[src/rtl/stopwatch_pkg.sv]
// -----------------------------------------------------------------------------
// stopwatch_pkg
//   Shared definitions for the multi-mode stopwatch: the externally visible
//   status encodings, the seconds field geometry and a small helper that
//   saturates a preset seconds value into the legal 0..59 range.
// -----------------------------------------------------------------------------
package stopwatch_pkg;

  // Encodings are visible on the status port, so the values are fixed.
  typedef enum logic [1:0] {
    IDLE    = 2'b00,
    RUNNING = 2'b01,
    PAUSED  = 2'b10,
    EXPIRED = 2'b11
  } status_e;

  localparam int                SEC_W   = 6;
  localparam logic [SEC_W-1:0]  SEC_MAX = SEC_W'(59);

  // Preset seconds above 59 saturate rather than wrap.
  function automatic logic [SEC_W-1:0] clamp_sec(input logic [SEC_W-1:0] sec);
    return (sec > SEC_MAX) ? SEC_MAX : sec;
  endfunction

endpackage

[src/rtl/lap_fifo.sv]
// -----------------------------------------------------------------------------
// lap_fifo
//   Show-ahead FIFO holding captured lap times. The head entry, valid and full
//   flags are all registered so the outputs change only on a clock edge.
//
//   Ports
//     clk, rst_n   clock and synchronous active-low reset
//     push         write push_data (dropped when full unless pop is accepted)
//     pop          discard the head entry (ignored when empty)
//     flush        empty the FIFO on the next edge (wins over push/pop)
//     push_data    entry to write
//     valid        FIFO holds at least one entry; head is meaningful
//     full         FIFO holds DEPTH entries
//     head         oldest entry (zero when empty)
// -----------------------------------------------------------------------------
module lap_fifo #(
  parameter int DEPTH = 4,
  parameter int WIDTH = 14
) (
  input  logic             clk,
  input  logic             rst_n,
  input  logic             push,
  input  logic             pop,
  input  logic             flush,
  input  logic [WIDTH-1:0] push_data,
  output logic             valid,
  output logic             full,
  output logic [WIDTH-1:0] head
);

  localparam int               PTR_W   = $clog2(DEPTH);
  localparam int               CNT_W   = PTR_W + 1;
  localparam logic [CNT_W-1:0] DEPTH_C = CNT_W'(DEPTH);

  logic [WIDTH-1:0] mem [DEPTH];
  logic [PTR_W-1:0] rd_ptr, wr_ptr, rd_nxt, wr_nxt;
  logic [CNT_W-1:0] count, count_nxt, remain;
  logic             do_pop, do_push;
  logic [WIDTH-1:0] head_nxt;

  always_comb begin
    // NOTE: every signal assigned here gets a value on every path (default
    // first), otherwise synthesis infers a latch to hold the old value.
    head_nxt  = '0;
    do_pop    = pop && (count != '0);
    // A pop in the same cycle frees the slot, so a full FIFO still accepts.
    do_push   = push && ((count != DEPTH_C) || do_pop);
    remain    = count - CNT_W'(do_pop);
    count_nxt = remain + CNT_W'(do_push);
    rd_nxt    = rd_ptr + PTR_W'(do_pop);
    wr_nxt    = wr_ptr + PTR_W'(do_push);
    // The registered head must already show the entry that becomes oldest:
    // the incoming word if nothing else remains, otherwise the stored entry.
    if (count_nxt != '0) begin
      if (remain == '0) head_nxt = push_data;
      else              head_nxt = mem[rd_nxt];
    end
  end

  // NOTE: the storage array has no reset; its contents are only observable
  // through head, which is gated by the count, so clearing it buys nothing.
  always_ff @(posedge clk) begin
    if (do_push) mem[wr_ptr] <= push_data;
  end

  always_ff @(posedge clk) begin
    // NOTE: state registers use non-blocking assignments so every flop samples
    // the pre-edge values regardless of statement order.
    if (!rst_n || flush) begin
      rd_ptr <= '0;
      wr_ptr <= '0;
      count  <= '0;
      valid  <= 1'b0;
      full   <= 1'b0;
      head   <= '0;
    end else begin
      rd_ptr <= rd_nxt;
      wr_ptr <= wr_nxt;
      count  <= count_nxt;
      valid  <= (count_nxt != '0);
      full   <= (count_nxt == DEPTH_C);
      head   <= head_nxt;
    end
  end

endmodule

[src/rtl/multi_mode_stopwatch.sv]
// -----------------------------------------------------------------------------
// multi_mode_stopwatch
//   Minutes:seconds stopwatch counting up or down, with pause/resume, preset
//   load, expiry detection in down mode and a FIFO of captured lap times.
//
//   Parameters
//     TICK_DIV   clock cycles per counted second (>= 1)
//     MIN_W      minutes counter width
//     LAP_DEPTH  lap FIFO entries (power of two, >= 2)
//
//   Ports
//     clk, rst_n              clock and synchronous active-low reset
//     start, stop, reset      command pulses, priority reset > stop > start > load
//     load, load_min/sec      preset pulse and value (seconds clamp to 59)
//     mode                    direction sampled on start from IDLE: 0 up, 1 down
//     lap                     capture the current time into the lap FIFO
//     minutes, seconds        current time (registered)
//     status                  IDLE / RUNNING / PAUSED / EXPIRED
//     expired                 one-cycle pulse when a down count reaches 0:00
//     lap_rd                  pop the lap FIFO head
//     lap_valid/min/sec/full  lap FIFO head and flags (show-ahead)
// -----------------------------------------------------------------------------
module multi_mode_stopwatch
  import stopwatch_pkg::*;
#(
  parameter int TICK_DIV  = 100000000,
  parameter int MIN_W     = 8,
  parameter int LAP_DEPTH = 4
) (
  input  logic             clk,
  input  logic             rst_n,
  input  logic             start,
  input  logic             stop,
  input  logic             reset,
  input  logic             lap,
  input  logic             mode,
  input  logic             load,
  input  logic [MIN_W-1:0] load_min,
  input  logic [SEC_W-1:0] load_sec,
  output logic [MIN_W-1:0] minutes,
  output logic [SEC_W-1:0] seconds,
  output logic [1:0]       status,
  output logic             expired,
  input  logic             lap_rd,
  output logic             lap_valid,
  output logic [MIN_W-1:0] lap_min,
  output logic [SEC_W-1:0] lap_sec,
  output logic             lap_full
);

  localparam int               PRE_W    = (TICK_DIV > 1) ? $clog2(TICK_DIV) : 1;
  localparam logic [PRE_W-1:0] PRE_LAST = PRE_W'(TICK_DIV - 1);

  status_e                  state;
  logic [PRE_W-1:0]         prescaler;
  logic                     dir_down;
  logic                     time_zero;
  logic                     advance;
  logic                     tick;
  logic                     lap_push;
  logic [MIN_W+SEC_W-1:0]   lap_head;

  always_comb begin
    time_zero = (minutes == '0) && (seconds == '0);
    // Start and load have no effect while running, so only reset and stop
    // can interrupt the prescaler in RUNNING.
    advance   = (state == RUNNING) && !reset && !stop;
    tick      = advance && (prescaler == PRE_LAST);
    lap_push  = lap && ((state == RUNNING) || (state == PAUSED));
  end

  always_ff @(posedge clk) begin
    if (!rst_n) begin
      state     <= IDLE;
      minutes   <= '0;
      seconds   <= '0;
      prescaler <= '0;
      dir_down  <= 1'b0;
      expired   <= 1'b0;
    end else begin
      expired <= 1'b0;

      if (reset) begin
        state     <= IDLE;
        minutes   <= '0;
        seconds   <= '0;
        prescaler <= '0;
      end else if (stop) begin
        if (state == RUNNING) state <= PAUSED;
      end else if (start) begin
        // A down count from 0:00 would expire immediately, so it never starts.
        if ((state == IDLE) && !(mode && time_zero)) begin
          dir_down  <= mode;
          prescaler <= '0;
          state     <= RUNNING;
        end else if (state == PAUSED) begin
          state <= RUNNING;
        end
      end else if (load) begin
        if (state != RUNNING) begin
          minutes <= load_min;
          seconds <= clamp_sec(load_sec);
          if (state == EXPIRED) state <= IDLE;
        end
      end

      // The time moves in the cycle the prescaler wraps, so the first second
      // completes TICK_DIV cycles after entering RUNNING.
      if (advance) begin
        if (tick) begin
          prescaler <= '0;
          if (!dir_down) begin
            if (seconds == SEC_MAX) begin
              seconds <= '0;
              minutes <= minutes + MIN_W'(1);
            end else begin
              seconds <= seconds + SEC_W'(1);
            end
          end else begin
            if (seconds == '0) begin
              seconds <= SEC_MAX;
              minutes <= minutes - MIN_W'(1);
            end else begin
              seconds <= seconds - SEC_W'(1);
              if ((minutes == '0) && (seconds == SEC_W'(1))) begin
                expired <= 1'b1;
                state   <= EXPIRED;
              end
            end
          end
        end else begin
          prescaler <= prescaler + PRE_W'(1);
        end
      end
    end
  end

  assign status = state;

  // Laps capture the time as it stood before this edge's update.
  lap_fifo #(
    .DEPTH (LAP_DEPTH),
    .WIDTH (MIN_W + SEC_W)
  ) u_lap_fifo (
    .clk       (clk),
    .rst_n     (rst_n),
    .push      (lap_push),
    .pop       (lap_rd),
    .flush     (reset),
    .push_data ({minutes, seconds}),
    .valid     (lap_valid),
    .full      (lap_full),
    .head      (lap_head)
  );

  assign lap_min = lap_head[SEC_W +: MIN_W];
  assign lap_sec = lap_head[SEC_W-1:0];

endmodule

[config.mk]
export PLATFORM = sky130hd
export DESIGN_NAME = multi_mode_stopwatch
export DESIGN_NICKNAME = d
export VERILOG_FILES = /design/src/rtl/stopwatch_pkg.sv /design/src/rtl/lap_fifo.sv /design/src/rtl/multi_mode_stopwatch.sv
export SDC_FILE = /design/constraint.sdc
export NUM_CORES = 1
export LEC_CHECK = 0
export BUFFER_PORTS_ARGS = -buffer_cell sky130_fd_sc_hd__buf_4
export CORE_ASPECT_RATIO = 0.8
export CORE_MARGIN = 4
export CORE_UTILIZATION = 50
export CTS_CLUSTER_DIAMETER = 50
export DETAILED_ROUTE_END_ITERATION = 8
export HOLD_SLACK_MARGIN = 0.02
export MAX_ROUTING_LAYER = met4
export PLACE_DENSITY = 0.69
export RECOVER_POWER = 25
export SETUP_SLACK_MARGIN = 0.05
export SLEW_MARGIN = 20
export SYNTH_ARGS = -nofsm -noshare
export SYNTH_HDL_FRONTEND = slang
export SYNTH_SLANG_ARGS = --single-unit
[constraint.sdc]
create_clock -name clk -period 7.64 [get_ports clk]
set_clock_uncertainty 0.15 [all_clocks]
set_input_delay 1.146 -clock clk [delete_from_list [all_inputs] [get_ports clk]]
set_output_delay 1.146 -clock clk [all_outputs]
set_load 0.01 [all_outputs]
=== After elaboration in Yosys (flattened, before gate mapping) ===
Memory sizes are Yosys's and may differ from the RTL's.
Cells that the tools add are included.

* $add $sub $neg: 9
* Order comparisons: 1
* Equality and inequality tests: 10
* Mux-type cells: 45
* Bitwise gates (word level): 7
* Reductions and logical operators: 29

{| class="wikitable"
|+ Operators with widths
! cell !! number
|-
| $mux W27 || 6
|-
| $mux W8 || 10
|-
| $mux W6 || 11
|-
| $mux W2 || 14
|-
| $add A27 B1 Y27 const B || 1
|-
| $eq A27 B27 Y1 const B || 1
|-
| $mux W14 || 1
|-
| $reduce_bool A3 Y1 || 4
|-
| $logic_and A1 B1 Y1 || 10
|-
| $add A8 B1 Y8 const B || 1
|-
| $logic_not A8 Y1 || 1
|-
| $sub A8 B1 Y8 const B || 1
|-
| $not A1 Y1 || 7
|-
| $add A6 B1 Y6 const B || 1
|-
| $eq A6 B1 Y1 const B || 1
|-
| $eq A6 B6 Y1 const B || 1
|-
| $gt A6 B6 Y1 const B || 1
|-
| $logic_not A6 Y1 || 1
|-
| $sub A6 B1 Y6 const B || 1
|-
| $reduce_or A5 Y1 || 1
|-
| $add A2 B1 Y2 || 2
|-
| $eq A2 B2 Y1 const B || 2
|-
| $logic_not A1 Y1 || 4
|-
| $reduce_and A4 Y1 || 1
|-
| 13 further kinds || 17
|}

* Register bits: 68
* Memory bits (writable): 56
* Input bits: 23
* Output and inout bits: 33
* Word-level logic and storage cells: 114
* Memories kept: 1

{| class="wikitable"
|+ Memories
! memory !! words !! bits a word !! rd ports !! clocked after memory_dff !! wr ports !! RTL line !! text
|-
| u_lap_fifo.mem || 4 || 14 || 1 || 0 || 1 || lap_fifo.sv:35 || <nowiki>logic [WIDTH-1:0] mem [DEPTH];</nowiki>
|}

=== Longest topological paths before layout ===
* Word-level depth: 14
* Gate-level depth with buffers: 11
* Gate-level depth less buffers: 10

=== Cells and area by module ===
A second synthesis with hierarchy kept.

* Cell total of the unflattened synthesis: 623
* Area, all modules: 6,306.0 um^2

{| class="wikitable"
|+ By module, submodules not included
! module !! times used !! cells an instance !! area each (um^2) !! sequential area each (um^2)
|-
| multi_mode_stopwatch || 1 || 421 || 3,200.6 || 900.9
|-
| lap_fifo || 1 || 202 || 3,105.5 || 2,142.1
|}

=== Least setup slack after synthesis ===
Ideal clock, no wire load.

* Path kind: input-to-reg
* Start point: in lap_rd
* End point: mem u_lap_fifo.mem[1][0], enable pin
* Library setup time: 0.427 ns
* Arrival: 2.787 ns
* Data required time: 7.063 ns
* Path slack: 4.276 ns
* Cell stages on the path: 2
* Buffers on the path: 0
* Path through: nor4b_1 nor4b_1

* Cells in the longest elaborated chain, start to end: 5

{| class="wikitable"
|+ RTL lines
! item !! RTL line !! text
|-
| from (decl) || multi_mode_stopwatch.sv:44 || <nowiki>input logic lap_rd,</nowiki>
|-
| $logic_and A1 B1 Y1 || lap_fifo.sv:45 || <nowiki>do_pop = pop && (count != '0);</nowiki>
|-
| $logic_or A1 B1 Y1 || lap_fifo.sv:47 || <nowiki>do_push = push && ((count != DEPTH_C) || do_pop);</nowiki>
|-
| $logic_and A1 B1 Y1 || lap_fifo.sv:47 ||
|-
| $mux W1 || lap_fifo.sv:63 || <nowiki>if (do_push) mem[wr_ptr] <= push_data;</nowiki>
|-
| $mux W1 (implied by the code) || lap_fifo.sv:63 ||
|-
| to (decl) || lap_fifo.sv:35 ||
|}

No other way between the ends.

=== Worst setup path in the final report ===
* Start point: in lap_rd
* End point: reg u_lap_fifo.head[10]

* Cells in the longest elaborated chain, start to end: 7
* Elaborated cells between the ends (all ways): 12
* Those cells by class: add/sub: 3; mux: 1; bitwise: 1; reduce/logical: 6; memory: 1

{| class="wikitable"
|+ RTL lines
! item !! RTL line !! text
|-
| $logic_and A1 B1 Y1 * || lap_fifo.sv:45 ||
|-
| parallel branches: the longest is 2 deep, another holds $sub A3 B1 Y3 || - ||
|-
| $add A3 B1 Y3 * || lap_fifo.sv:49 || <nowiki>count_nxt = remain + CNT_W'(do_push);</nowiki>
|-
| via u_lap_fifo.count_nxt[1] || lap_fifo.sv:37 || <nowiki>logic [CNT_W-1:0] count, count_nxt, remain;</nowiki>
|-
| $reduce_bool A3 Y1 * || lap_fifo.sv:54 || <nowiki>if (count_nxt != '0) begin</nowiki>
|-
| $not A1 Y1 (no source line) * || - ||
|-
| $reduce_or A2 Y1 (no source line) * || - ||
|-
| to (signal assigned) || lap_fifo.sv:82 || <nowiki>head <= head_nxt;</nowiki>
|-
| to (decl) || lap_fifo.sv:28 || <nowiki>output logic [WIDTH-1:0] head</nowiki>
|}

Mark *: on every way through the listed nets, which the timed path passes.
A chain may end at the register's enable or synchronous reset.

==> run metrics <==
post-synth cell types=75; CP startpoint kind=primary input; CP endpoint kind=flip-flop; Post-DP HPWL=10.1 mm; ranking of synthesized cells by area=edfxtp_1 (27%), dfxtp_1 (22%), mux4_2 (5.1%); commonest non-fill, non-tap cell in the layout=nand2_1; HP Start=prescaler[14]; Top FF cell, synth=dfxtp_1; TritonCTS Sinks=124; xor-xnor portion of the synthesized cell area=0.0142; GR Util All Layers=0.227; clock root cell=clkbuf_16; Clock Path Buffers=2; Final GP Congestion=0.927; first-pass GRT wire length=24.9 mm; clock power share=0.490; DRC violation count after routing=0; outcome=completed; min-delay worst type=flip-flop to flip-flop; RSZ-0062 raised after global routing=no; setup violators final=0; Synth Area in Simple Gates=0.202; worst setup margin=4510 ps; Clk Latency, worst-skew pair=420 ps; FP Rows=36; Post-DRT Antenna Nets=0; post-synthesis async set-or-reset flop share=0; pre-CTS WS=4090 ps; Seq pwr share=0.460; dominant cell type by area after synthesis=edfxtp_1; post-cts hold buffer count=0; GRT overflow=0; initial antenna violation count=0; minimum clock period=3130 ps; Final #Nets=689; Port Buf Inserts=55; P per Cell Area=209 nW/um^2; Critical Path AT=3270 ps; initial core utilization=0.510; share of layout cells above drive strength 1=0.192; Slew Limit Fails=0; CTS tree=built; Reg-to-Reg Start=minutes[0]; Crit path max-delay family=simple AND/OR/NAND/NOR gates; final hold violations=0; Worst Setup SP=lap_rd; ant diodes=0; largest net degree at the start of global routing=20; Die Ht=107 microns; Sw Share=0.232; Max Fanout on Critical Path=15; post-synthesis net count=640; Seq cells post-synth=124; adder-cell share of the synthesized area=0.0385; Psw=0.000352 W; post-synth top area share=0.272; routed len/inst=18.7 microns; Buf/Inv on CP=2; EDFF count, synth=56; Syn Inst Count=598; number of top-level pins=56; post_cts resized=0; critical path's slowest cell=nor4b_1; area fraction in compound gates after synthesis=0.146; 1st-pass router iterations=5; Pleak=2.64 nW; # fillers=1008; vias=4995; Iteration-0 DRC Markers=439; setup bufs post-CTS=0; internal cell power=0.00117 W; Max VDD drop=0.160 mV; drt via density=6.15; critical path cell sequence=buf_4 > nor4b_1 > nor2_1 > ha_1 > ha_1 > or2_2 > a21oi_1 > buf_4 > a21oi_1; commonest non-fill, non-tap cells in the layout=nand2_1 (79), dfxtp_1 (68), buf_4 (62); CTS clock-pin slew for the worst setup and hold paths=60 ps; die area=14200 sq um; final critical-path share of the clock period=0.410; peak per-stage delay on the critical path=570 ps; Max-slew headroom=0.266; Detailed Route WL=15.2 mm; Worst Max-Slew Pin Slew=1100 ps; CORE AREA=12100 sq um; Post-Syn Area=6180 sq um; sequential cell area fraction in the yosys report=0.492; area delta synth->final=17.6%; H-tree depth=4; reg2reg setup slack=4660 ps; crit path kind=primary input to flip-flop; mux cell area share after synthesis=0.0688; warnings from Yosys=0; final hold slack=367 ps; fmax=320 MHz; vias in the first global route=4779; Post-Route Setup TNS=0 ps; max-cap viol count=0; die span in x=132 microns; Critical Path RT=7780 ps; main combinational cell family by area after synthesis=simple AND/OR/NAND/NOR gates; syn_area_per_cell=10.3 sq um; Gate power share=0.050; TritonCTS Buffers=17
[cell usage after synthesis, types with 4 or more instances]
master / count
o22ai_1: 6
nor3_1: 15
nand2b_1: 8
a221o_1: 5
or3_1: 4
nand3_1: 19
clkbuf_1: 19
a31oi_1: 17
ha_1: 19
a21oi_1: 48
nand4_1: 11
o211ai_1: 4
and2_1: 7
and3_1: 9
xor2_1: 6
mux2i_1: 11
nand3b_1: 4
xnor2_1: 4
o21ai_0: 19
nor4_1: 6
a22o_1: 4
buf_2: 8
dfxtp_1: 68
inv_1: 25
nor2_1: 27
nand2_1: 79
edfxtp_1: 56
mux4_2: 14
[registers in the layout, summed over array words and instances, names as in the netlist]
name and count:
u_lap_fifo.head 14, u_lap_fifo.count 3, u_lap_fifo.full 1, expired 1
u_lap_fifo.rd_ptr 2, minutes 8, seconds 6, u_lap_fifo.valid 1
prescaler 27, status 2, u_lap_fifo.mem 56, u_lap_fifo.wr_ptr 2
dir_down 1
[power groups by stage]
| stage | logic [W] | registers (W) | clock network (W) |
|---|---|---|---|
| after floorplan | 0.0000469 | 0.000710 | 0 |
| after global placement | 0.0000744 | 0.000713 | 0 |
| after detailed placement | 0.0000756 | 0.000713 | 0 |
| after CTS | 0.0000763 | 0.000699 | 0.000754 |
| after global routing | 0.0000838 | 0.000700 | 0.000788 |
| final | 0.0000764 | 0.000699 | 0.000745 |
[stage by stage]
stage	total power (W)	cell area [sq um]	utilization	instances
2_1_floorplan	0.000757	6180	-	598
3_3_place_gp	0.000787	6720	0.555	780
3_5_place_dp	0.000789	6720	0.555	780
4_1_cts	0.00153	7270	0.600	812
5_1_grt	0.00157	7270	0.600	812
6_report	0.00152	7270	0.600	812
[cells by family (layout without fill, tap and decap cells)]
group / after synthesis / after routing
AOI/OAI and AO/OA: 137 / 137
xor gates and xnor gates: 10 / 10
adders and majority gates: 19 / 19
buffers and inverters: 57 / 119
DFF: 124 / 124
muxes: 25 / 25
and+or+nand+nor: 226 / 226
[cell type report]
type | count | area [sq um] | area share
sequential | 124 | 3040 | 0.419
multi-input combinational | 417 | 2930 | 0.403
inverter | 25 | 93.8 | 0.0129
tap | 152 | 190 | 0.0262
timing repair buffer | 62 | 465 | 0.0640
clock buffer | 17 | 425 | 0.0585
clock inverter | 15 | 121 | 0.0167
[worst reg2reg max path, stage by stage (launching register included)]
cell      delay (ps)
dfxtp_1          440
inv_1            190
ha_1             160
nor4b_1          490
nand4_1          270
a211oi_2         890
a21oi_1          100
o21ai_0          210
[metal layers]
layer / track usage / wire length [microns] / share of wire
met5: - / 0 / 0
met4: 0.0838 / 283 / 0.019
met3: 0.0491 / 911 / 0.060
met2: 0.341 / 6890 / 0.45
met1: 0.305 / 7080 / 0.47
[final timing paths]
| path | end | cells after the start |
|---|---|---|
| setup / recovery | u_lap_fifo.head[10] | 9 |
| hold / removal | prescaler[14] | 1 |
| hold reg to reg | prescaler[14] | 1 |
| setup reg to reg | prescaler[22] | 7 |
(Power assumes the default switching activity.)
